<file path="src/rtl/exu_alu_add_arb_if.sv">
// Add/sub request and response channel between one EXU sub-unit and the shared adder arbiter.
// The requester uses the master modport, the arbiter uses the slave modport.
interface exu_alu_add_arb_if #(
  parameter int XLEN = 32
);
  logic            req_valid;
  logic            req_ready;
  logic [XLEN-1:0] req_op1;
  logic [XLEN-1:0] req_op2;
  logic            req_sub;
  logic            rsp_valid;
  logic            rsp_ready;
  logic [XLEN-1:0] rsp_res;

  modport master (
    output req_valid, req_op1, req_op2, req_sub, rsp_ready,
    input  req_ready, rsp_valid, rsp_res
  );

  modport slave (
    input  req_valid, req_op1, req_op2, req_sub, rsp_ready,
    output req_ready, rsp_valid, rsp_res
  );
endinterface

</file>
<file path="src/rtl/exu_alu_add_arb.sv">
// Arbiter for the EXU's shared XLEN adder serving BJP, ALU and AGU with a one-deep result register.
// Define EXU_ADD_ARB_RR_EN for round-robin priority; otherwise fixed priority bjp > alu > agu.
module exu_alu_add_arb #(
  parameter int XLEN = 32
) (
  input  logic                     clk,
  input  logic                     rst_n,
  exu_alu_add_arb_if.slave         bjp,
  exu_alu_add_arb_if.slave         alu,
  exu_alu_add_arb_if.slave         agu,
  input  logic                     agu_req_lock
);

  typedef enum logic {
    IDLE = 1'b0,
    FULL = 1'b1
  } state_e;

  localparam logic [1:0] ID_BJP = 2'd0;
  localparam logic [1:0] ID_ALU = 2'd1;
  localparam logic [1:0] ID_AGU = 2'd2;

  state_e          state_q, state_d;
  logic [1:0]      owner_q, owner_d;
  logic [XLEN-1:0] res_q, res_d;
  logic            lock_q, lock_d;
  logic [2:0]      rsp_valid_q, rsp_valid_d;

  logic [2:0]      req_valid;
  logic [2:0]      rsp_ready;
  logic [2:0]      eligible;
  logic [2:0]      grant;
  logic [2:0]      req_ready;
  logic [1:0]      grant_id;
  logic            drain;
  logic            can_accept;
  logic            accept;
  logic [XLEN-1:0] sel_op1;
  logic [XLEN-1:0] sel_op2;
  logic            sel_sub;
  logic [XLEN-1:0] sum;

  assign req_valid = {agu.req_valid, alu.req_valid, bjp.req_valid};
  assign rsp_ready = {agu.rsp_ready, alu.rsp_ready, bjp.rsp_ready};

  // A pending lock reserves the adder for AGU's second access.
  assign eligible = lock_q ? (req_valid & 3'b100) : req_valid;

`ifdef EXU_ADD_ARB_RR_EN
  logic [1:0] ptr_q, ptr_d;

  always_comb begin
    grant = 3'b000;
    unique case (ptr_q)
      ID_ALU: begin
        if (eligible[1])      grant = 3'b010;
        else if (eligible[2]) grant = 3'b100;
        else if (eligible[0]) grant = 3'b001;
      end
      ID_AGU: begin
        if (eligible[2])      grant = 3'b100;
        else if (eligible[0]) grant = 3'b001;
        else if (eligible[1]) grant = 3'b010;
      end
      default: begin
        if (eligible[0])      grant = 3'b001;
        else if (eligible[1]) grant = 3'b010;
        else if (eligible[2]) grant = 3'b100;
      end
    endcase
  end
`else
  always_comb begin
    grant = 3'b000;
    if (eligible[0])      grant = 3'b001;
    else if (eligible[1]) grant = 3'b010;
    else if (eligible[2]) grant = 3'b100;
  end
`endif

  // The register may reload only when empty or when its owner drains it in the same cycle.
  assign drain      = (state_q == FULL) && rsp_ready[owner_q];
  assign can_accept = rst_n && ((state_q == IDLE) || drain);
  assign req_ready  = grant & {3{can_accept}};
  assign accept     = |req_ready;

  always_comb begin
    grant_id = ID_BJP;
    sel_op1  = bjp.req_op1;
    sel_op2  = bjp.req_op2;
    sel_sub  = bjp.req_sub;
    if (grant[1]) begin
      grant_id = ID_ALU;
      sel_op1  = alu.req_op1;
      sel_op2  = alu.req_op2;
      sel_sub  = alu.req_sub;
    end else if (grant[2]) begin
      grant_id = ID_AGU;
      sel_op1  = agu.req_op1;
      sel_op2  = agu.req_op2;
      sel_sub  = agu.req_sub;
    end
  end

  // Subtraction reuses the adder as op1 + ~op2 + 1; the carry out is dropped.
  assign sum = sel_op1 + (sel_sub ? ~sel_op2 : sel_op2) + {{(XLEN-1){1'b0}}, sel_sub};

  always_comb begin
    state_d     = state_q;
    owner_d     = owner_q;
    res_d       = res_q;
    lock_d      = lock_q;
    rsp_valid_d = rsp_valid_q;
`ifdef EXU_ADD_ARB_RR_EN
    ptr_d       = ptr_q;
`endif
    if (accept) begin
      state_d     = FULL;
      owner_d     = grant_id;
      res_d       = sum;
      rsp_valid_d = grant;
      if (grant[2]) begin
        lock_d = agu_req_lock;
      end
`ifdef EXU_ADD_ARB_RR_EN
      unique case (grant_id)
        ID_BJP:  ptr_d = ID_ALU;
        ID_ALU:  ptr_d = ID_AGU;
        default: ptr_d = ID_BJP;
      endcase
`endif
    end else if (drain) begin
      state_d     = IDLE;
      rsp_valid_d = 3'b000;
    end
  end

  always_ff @(posedge clk or negedge rst_n) begin
    if (!rst_n) begin
      state_q     <= IDLE;
      owner_q     <= ID_BJP;
      res_q       <= '0;
      lock_q      <= 1'b0;
      rsp_valid_q <= 3'b000;
`ifdef EXU_ADD_ARB_RR_EN
      ptr_q       <= ID_BJP;
`endif
    end else begin
      state_q     <= state_d;
      owner_q     <= owner_d;
      res_q       <= res_d;
      lock_q      <= lock_d;
      rsp_valid_q <= rsp_valid_d;
`ifdef EXU_ADD_ARB_RR_EN
      ptr_q       <= ptr_d;
`endif
    end
  end

  assign bjp.req_ready = req_ready[0];
  assign alu.req_ready = req_ready[1];
  assign agu.req_ready = req_ready[2];

  assign bjp.rsp_valid = rsp_valid_q[0];
  assign alu.rsp_valid = rsp_valid_q[1];
  assign agu.rsp_valid = rsp_valid_q[2];

  assign bjp.rsp_res = res_q;
  assign alu.rsp_res = res_q;
  assign agu.rsp_res = res_q;

endmodule

</file>
<file path="src/flat_wrapper.sv">
// flat-port wrapper written by rule: the top's interface ports become plain ports
module exu_alu_add_arb_flat 
#(
  parameter int XLEN = 32
)
  (clk, rst_n, agu_req_lock, bjp_req_valid, bjp_req_op1, bjp_req_op2, bjp_req_sub, bjp_rsp_ready, bjp_req_ready, bjp_rsp_valid, bjp_rsp_res, alu_req_valid, alu_req_op1, alu_req_op2, alu_req_sub, alu_rsp_ready, alu_req_ready, alu_rsp_valid, alu_rsp_res, agu_req_valid, agu_req_op1, agu_req_op2, agu_req_sub, agu_rsp_ready, agu_req_ready, agu_rsp_valid, agu_rsp_res);
  exu_alu_add_arb_if #(.XLEN(XLEN)) bjp_i ();
  exu_alu_add_arb_if #(.XLEN(XLEN)) alu_i ();
  exu_alu_add_arb_if #(.XLEN(XLEN)) agu_i ();
  input  logic clk;
  input  logic rst_n;
  input  logic agu_req_lock;
  input wire logic [$bits(bjp_i.req_valid)-1:0] bjp_req_valid;
  input wire logic [$bits(bjp_i.req_op1)-1:0] bjp_req_op1;
  input wire logic [$bits(bjp_i.req_op2)-1:0] bjp_req_op2;
  input wire logic [$bits(bjp_i.req_sub)-1:0] bjp_req_sub;
  input wire logic [$bits(bjp_i.rsp_ready)-1:0] bjp_rsp_ready;
  output wire logic [$bits(bjp_i.req_ready)-1:0] bjp_req_ready;
  output wire logic [$bits(bjp_i.rsp_valid)-1:0] bjp_rsp_valid;
  output wire logic [$bits(bjp_i.rsp_res)-1:0] bjp_rsp_res;
  input wire logic [$bits(alu_i.req_valid)-1:0] alu_req_valid;
  input wire logic [$bits(alu_i.req_op1)-1:0] alu_req_op1;
  input wire logic [$bits(alu_i.req_op2)-1:0] alu_req_op2;
  input wire logic [$bits(alu_i.req_sub)-1:0] alu_req_sub;
  input wire logic [$bits(alu_i.rsp_ready)-1:0] alu_rsp_ready;
  output wire logic [$bits(alu_i.req_ready)-1:0] alu_req_ready;
  output wire logic [$bits(alu_i.rsp_valid)-1:0] alu_rsp_valid;
  output wire logic [$bits(alu_i.rsp_res)-1:0] alu_rsp_res;
  input wire logic [$bits(agu_i.req_valid)-1:0] agu_req_valid;
  input wire logic [$bits(agu_i.req_op1)-1:0] agu_req_op1;
  input wire logic [$bits(agu_i.req_op2)-1:0] agu_req_op2;
  input wire logic [$bits(agu_i.req_sub)-1:0] agu_req_sub;
  input wire logic [$bits(agu_i.rsp_ready)-1:0] agu_rsp_ready;
  output wire logic [$bits(agu_i.req_ready)-1:0] agu_req_ready;
  output wire logic [$bits(agu_i.rsp_valid)-1:0] agu_rsp_valid;
  output wire logic [$bits(agu_i.rsp_res)-1:0] agu_rsp_res;
  assign bjp_i.req_valid = bjp_req_valid;
  assign bjp_i.req_op1 = bjp_req_op1;
  assign bjp_i.req_op2 = bjp_req_op2;
  assign bjp_i.req_sub = bjp_req_sub;
  assign bjp_i.rsp_ready = bjp_rsp_ready;
  assign bjp_req_ready = bjp_i.req_ready;
  assign bjp_rsp_valid = bjp_i.rsp_valid;
  assign bjp_rsp_res = bjp_i.rsp_res;
  assign alu_i.req_valid = alu_req_valid;
  assign alu_i.req_op1 = alu_req_op1;
  assign alu_i.req_op2 = alu_req_op2;
  assign alu_i.req_sub = alu_req_sub;
  assign alu_i.rsp_ready = alu_rsp_ready;
  assign alu_req_ready = alu_i.req_ready;
  assign alu_rsp_valid = alu_i.rsp_valid;
  assign alu_rsp_res = alu_i.rsp_res;
  assign agu_i.req_valid = agu_req_valid;
  assign agu_i.req_op1 = agu_req_op1;
  assign agu_i.req_op2 = agu_req_op2;
  assign agu_i.req_sub = agu_req_sub;
  assign agu_i.rsp_ready = agu_rsp_ready;
  assign agu_req_ready = agu_i.req_ready;
  assign agu_rsp_valid = agu_i.rsp_valid;
  assign agu_rsp_res = agu_i.rsp_res;
  exu_alu_add_arb #(.XLEN(XLEN)) u_core (.clk(clk), .rst_n(rst_n), .bjp(bjp_i), .alu(alu_i), .agu(agu_i), .agu_req_lock(agu_req_lock));
endmodule
</file>
<file path="config.mk">
export PLATFORM = sky130hd
export DESIGN_NAME = exu_alu_add_arb_flat
export DESIGN_NICKNAME = d
export VERILOG_FILES = /design/src/rtl/exu_alu_add_arb_if.sv /design/src/rtl/exu_alu_add_arb.sv /design/src/flat_wrapper.sv
export SDC_FILE = /design/constraint.sdc
export NUM_CORES = 1
export LEC_CHECK = 0
export ABC_AREA = 1
export CAP_MARGIN = 20
export CORE_MARGIN = 8
export CORE_UTILIZATION = 40
export CTS_BUF_LIST = sky130_fd_sc_hd__clkbuf_8
export DETAILED_ROUTE_END_ITERATION = 12
export PLACE_DENSITY_LB_ADDON = 0.2
export SYNTH_ARGS = -nofsm -noshare
export SYNTH_HDL_FRONTEND = slang
export SYNTH_SLANG_ARGS = --single-unit
</file>
<file path="constraint.sdc">
create_clock -name clk -period 4.5 [get_ports clk]
set_input_delay 0.9 -clock clk [delete_from_list [all_inputs] [get_ports clk]]
set_output_delay 0.9 -clock clk [all_outputs]
set_load 0.1 [all_outputs]
</file>
; ---- Yosys cells after proc, flatten, opt, wreduce, memory -nomap -nowiden
; Cells that the tools add are included.
; W data, S select, Z words.
[totals]
register_bits = 39
out_inout_bits = 102
[classes]
muxes = 19
bitwise = 3
add_sub_neg = 2
magnitude_cmp = 1
n_reduce_logical = 6
[op_table]
columns = operator, n
row1 = $mux W32, 5
row2 = $add A32 B1 Y32, 1
row3 = $add A32 B32 Y32, 1
row4 = $not A32 Y32, 1
row5 = $mux W3, 5
row6 = $mux W2, 3
row7 = $mux W1, 5
row8 = $and A3 B3 Y3, 1
row9 = $lt A2 B3 Y1 const B, 1
row10 = $reduce_or A3 Y1, 1
row11 = $bmux W1 S2, 1
row12 = $logic_and A1 B1 Y1, 2
row13 = $reduce_and A2 Y1, 1
row14 = $reduce_bool A2 Y1, 1
row15 = $logic_or A1 B1 Y1, 1
row16 = $not A1 Y1, 1

; ---- Longest topological paths before layout
[logic_depth]
depth_word = 9
mapped_depth = 25
ltp_nobuf = 25

; ---- Least setup slack after synthesis
; No wires, ideal clock.
[synth_path]
path_kind = input-to-reg
start = input bjp_req_valid
end = register u_core.res_q[24] (netlist: u_core.agu.rsp_res[24])
t_arrival_ns = 3.557
path_stages = 22
path_buffers = 2
path_slack_ns = 0.823
setup_ns = 0.120
path_cell_list = nand2_2 > nand3_2 > buf_2 > clkinv_1 > clkbuf_1 > nand2_1 > nand3_1 > xnor2_1 > fa_1 > nand3_1 > nand2_1 > nand3_1 > nand2_1 > nand3_1 > nand2_1 > a21oi_1 > o21ai_1 > nand2_1 > nand2_1 > or2_0 > nand3_1 > nand2_1
[synth_between]
elab_chain_len = 8
elab_cells_between_ends = 14
[synth_rtl]
columns = item, line_no
row1 = "start, declared", flat_wrapper.sv:13  ; input wire logic [$bits(bjp_i.req_valid)-1:0] bjp_req_valid;
row2 = $mux W2 *, exu_alu_add_arb.sv:47  ; assign eligible = lock_q ? (req_valid & 3'b100) : req_valid;
row3 = $mux W3 *, exu_alu_add_arb.sv:75  ; if (eligible[0]) grant = 3'b001;
row4 = $mux W32, exu_alu_add_arb.sv:97  ; end else if (grant[2]) begin
row5 = $mux W32, exu_alu_add_arb.sv:92  ; if (grant[1]) begin
row6 = $not A32 Y32, exu_alu_add_arb.sv:106  ; assign sum = sel_op1 + (sel_sub ? ~sel_op2 : sel_op2) + {{(XLEN-1){1'b0}}, sel_sub};
row7 = $mux W32, exu_alu_add_arb.sv:106
row8 = $add A32 B32 Y32, exu_alu_add_arb.sv:106
row9 = $add A32 B1 Y32, exu_alu_add_arb.sv:106
row10 = "end signal, assigned", exu_alu_add_arb.sv:151  ; res_q <= res_d;
row11 = "end, declared", exu_alu_add_arb.sv:25  ; logic [XLEN-1:0] res_q, res_d;
; Mark *: on every way between the ends. The rest lies on a longest branch, timed or not.
; A chain may end at the register's enable or synchronous reset.

; ---- Worst setup path in the final report
[layout_path]
start = input bjp_req_valid
end = register u_core.res_q[26] (netlist: u_core.agu.rsp_res[26])
; The elaborated chain is that of the path after synthesis.

==> results.tsv <==
metric	value	unit
# Post-CTS Setup Buffers	0	
Filler cells	1241	
Worst slew margin	33.7	%
Slew Limit Fails	0	
#FFs+latches synth	39	
critical path launch point type	primary input	
grt total ovfl	0	
number of global-route vias before repair	6655	
Max Cap Violations	0	
initial antenna violation count	1	
Routed Antenna Nets	0	
Post-Synthesis Cells	879	
EDFF count, synth	0	
Initial Util	40.7	%
IO Port Bufs	305	
crit-path max cell delay	530	ps
Worst path slowest cell	o311ai_0	
CP Buf/Inv Count	4	
nets@finish	1345	
Area Growth Syn to Fin	55.4	%
hold path depth	2	
crit-path max FO	17	
Area contributors post-synth	dfrtp_1 (18%), nand2_1 (18%), buf_4 (9.5%)	
die span in y	132	µm
CTS tree	done	
Routability Congestion	0.935	
first-pass GRT wire length	34.8	mm
Final HPWL DP	18.8	mm
Hold Path Class	reg -> reg	
Num CTS Buffers	5	
fmax	241	MHz
R2R depth	16	
H-tree depth	2	
Synth async-reset ratio	100	%
Syn Area/Cell	6.08	µm²
die span in x	132	µm
Min Clock Period, post-route	4150	ps
Hold Vio Cnt, Final	0	
Worst-Skew Late Latency	300	ps
hold_buf cts	0	
post-CTS sizing	0	
Setup crit end kind	register	
num rows	42	
commonest register cell after synthesis	dfrtp_1	
clock sink count	39	
RSZ-0062 raised after global routing	no	
WP depth	16	
most frequent cell after synthesis	nand2_1	
share of post-route cells with drive strength above 1	4.95	%
final wirelength	21.8	mm
post-synth top area share	18.3	%
sequential fraction of the synthesis area	18.3	%
CORE AREA	13100	µm²
period utilisation layout	92.1	%
commonest cells in the netlist	nand2_1 (258), nand3_1 (98), o21ai_0 (84), nor2_1 (71), buf_4 (68)	
post-DR wirelength/cell	16.9	µm
YS warnings	0	
status	complete, no violations	
critical path type	in -> reg	
First-pass DRT Iterations	6	
Syn Std Cell Area	5350	µm²
Via Count	6559	
DRT iter0 DRCs	346	
largest net degree at the start of global routing	61	
# DRC	0	
final setup fails	0	
via/cell ratio	5.09	
clock skew	6.74	ps
post-route setup TNS	0	ps
clk root buf	clkbuf_8	
clk buf depth	2	
clk slew on worst S/H paths	80	ps
Synth cell types	40	
critical-path cell list	clkdlybuf4s50_1, nand2_2, nand3_2, clkinv_1, buf_4, buf_4, o21ai_0, o21ai_0, ha_1, nand2_1, nor2_1, a21oi_1, o311ai_0, or2_2, nand3_1, nand2_1	
GRT Total Usage	24.4	%
Slew @ Worst Pin	991	ps
CP top delay family	buffers and inverters	
DIE AREA	17300	µm²
IO Pins	306	
Critical Path AT	4390	ps
cell taking the most area after synthesis	dfrtp_1	
syn_nets	1114	
WP data required	4740	ps
placed cells by master, fill, tap and decap left out, drive strengths merged:
| cell | n |
|---|---|
| o31ai | 1 |
| a221oi | 1 |
| nor2 | 74 |
| o211ai | 1 |
| a21oi | 45 |
| clkdlybuf4s50 | 301 |
| dfrtp | 39 |
| o221ai | 1 |
| nor4 | 2 |
| nor3 | 6 |
| a31o | 1 |
| xnor2 | 35 |
| o21a | 4 |
| nand3 | 101 |
| a211oi | 3 |
| clkbuf | 5 |
| a21o | 1 |
| a31oi | 2 |
| nand4 | 6 |
| clkinv | 3 |
| o311ai | 1 |
| nand2 | 265 |
| o21ai | 94 |
| diode | 1 |
| fa | 1 |
| buf | 23 |
| xor2 | 5 |
| or2 | 12 |
| bufinv | 1 |
| and2 | 1 |
| inv | 46 |
| ha | 30 |
cell families after synthesis:
family	after synthesis	synth area share [%]
AND/OR/NAND/NOR	467	37.0
AO/OA/AOI/OAI	155	15.4
buffers and inverters	147	15.4
XOR/XNOR	40	6.55
flip-flops	39	18.3
adder cells (fa/ha/maj)	31	7.40
tightest hold or removal path: stages, from the launching register on:
cell     delay [ps]
dfrtp_1         350
nand2_1          80
nand2_1          60
flip-flops by register name, summed over array words and instances, names as in the netlist:
register	cells
u_core.agu.rsp_res	32
u_core.owner_q	2
u_core.rsp_valid_q	3
u_core.lock_q	1
u_core.state_q	1
cell type report:
cell class              instances  area (µm²)  area share [%]
multi-input cells             693        3550            42.7
repair buffers                324        3270            39.4
flip-flops and latches         39         976            11.7
well taps                     176         220            2.65
inverters                      47         176            2.12
clock buffers                   5        68.8           0.828
clock inverters                 3        43.8           0.527
diodes                          1        2.50          0.0301
layer usage:
layer	track usage, %	part of all wire (%)
met5	0	0
met3	7.62	9.9
met1	28.8	40
met4	9.51	3.3
met2	40.5	47
stage by stage:
stage	setup WS, ps	util (%)	hold WS, ps	instance area (µm²)	std cells
after floorplan	823	-	468	5350	879
after global placement	140	62.4	491	8200	1279
after detailed placement	130	62.4	491	8200	1279
after CTS	432	63.2	521	8310	1287
after global routing	86.3	63.3	553	8310	1288
final	354	63.3	520	8310	1288
worst paths after layout:
| kind | startpoint | slack, ps | end |
|---|---|---|---|
| max in group asynchronous | rst_n | 3500 | u_core.agu.rsp_res[31] |
| worst min-delay path | u_core.state_q | 520 | u_core.state_q |
| worst max-delay path | bjp_req_valid | 350 | u_core.agu.rsp_res[26] |
| min in group asynchronous | rst_n | 660 | u_core.agu.rsp_res[3] |
| worst min register to register | u_core.state_q | 520 | u_core.state_q |
| worst max register to register | u_core.lock_q | 1000 | u_core.agu.rsp_res[26] |
Power of run 1 is left out: the tool's default activity adds up to more than one toggle a clock period on the data nets, which glitch-free logic cannot reach.
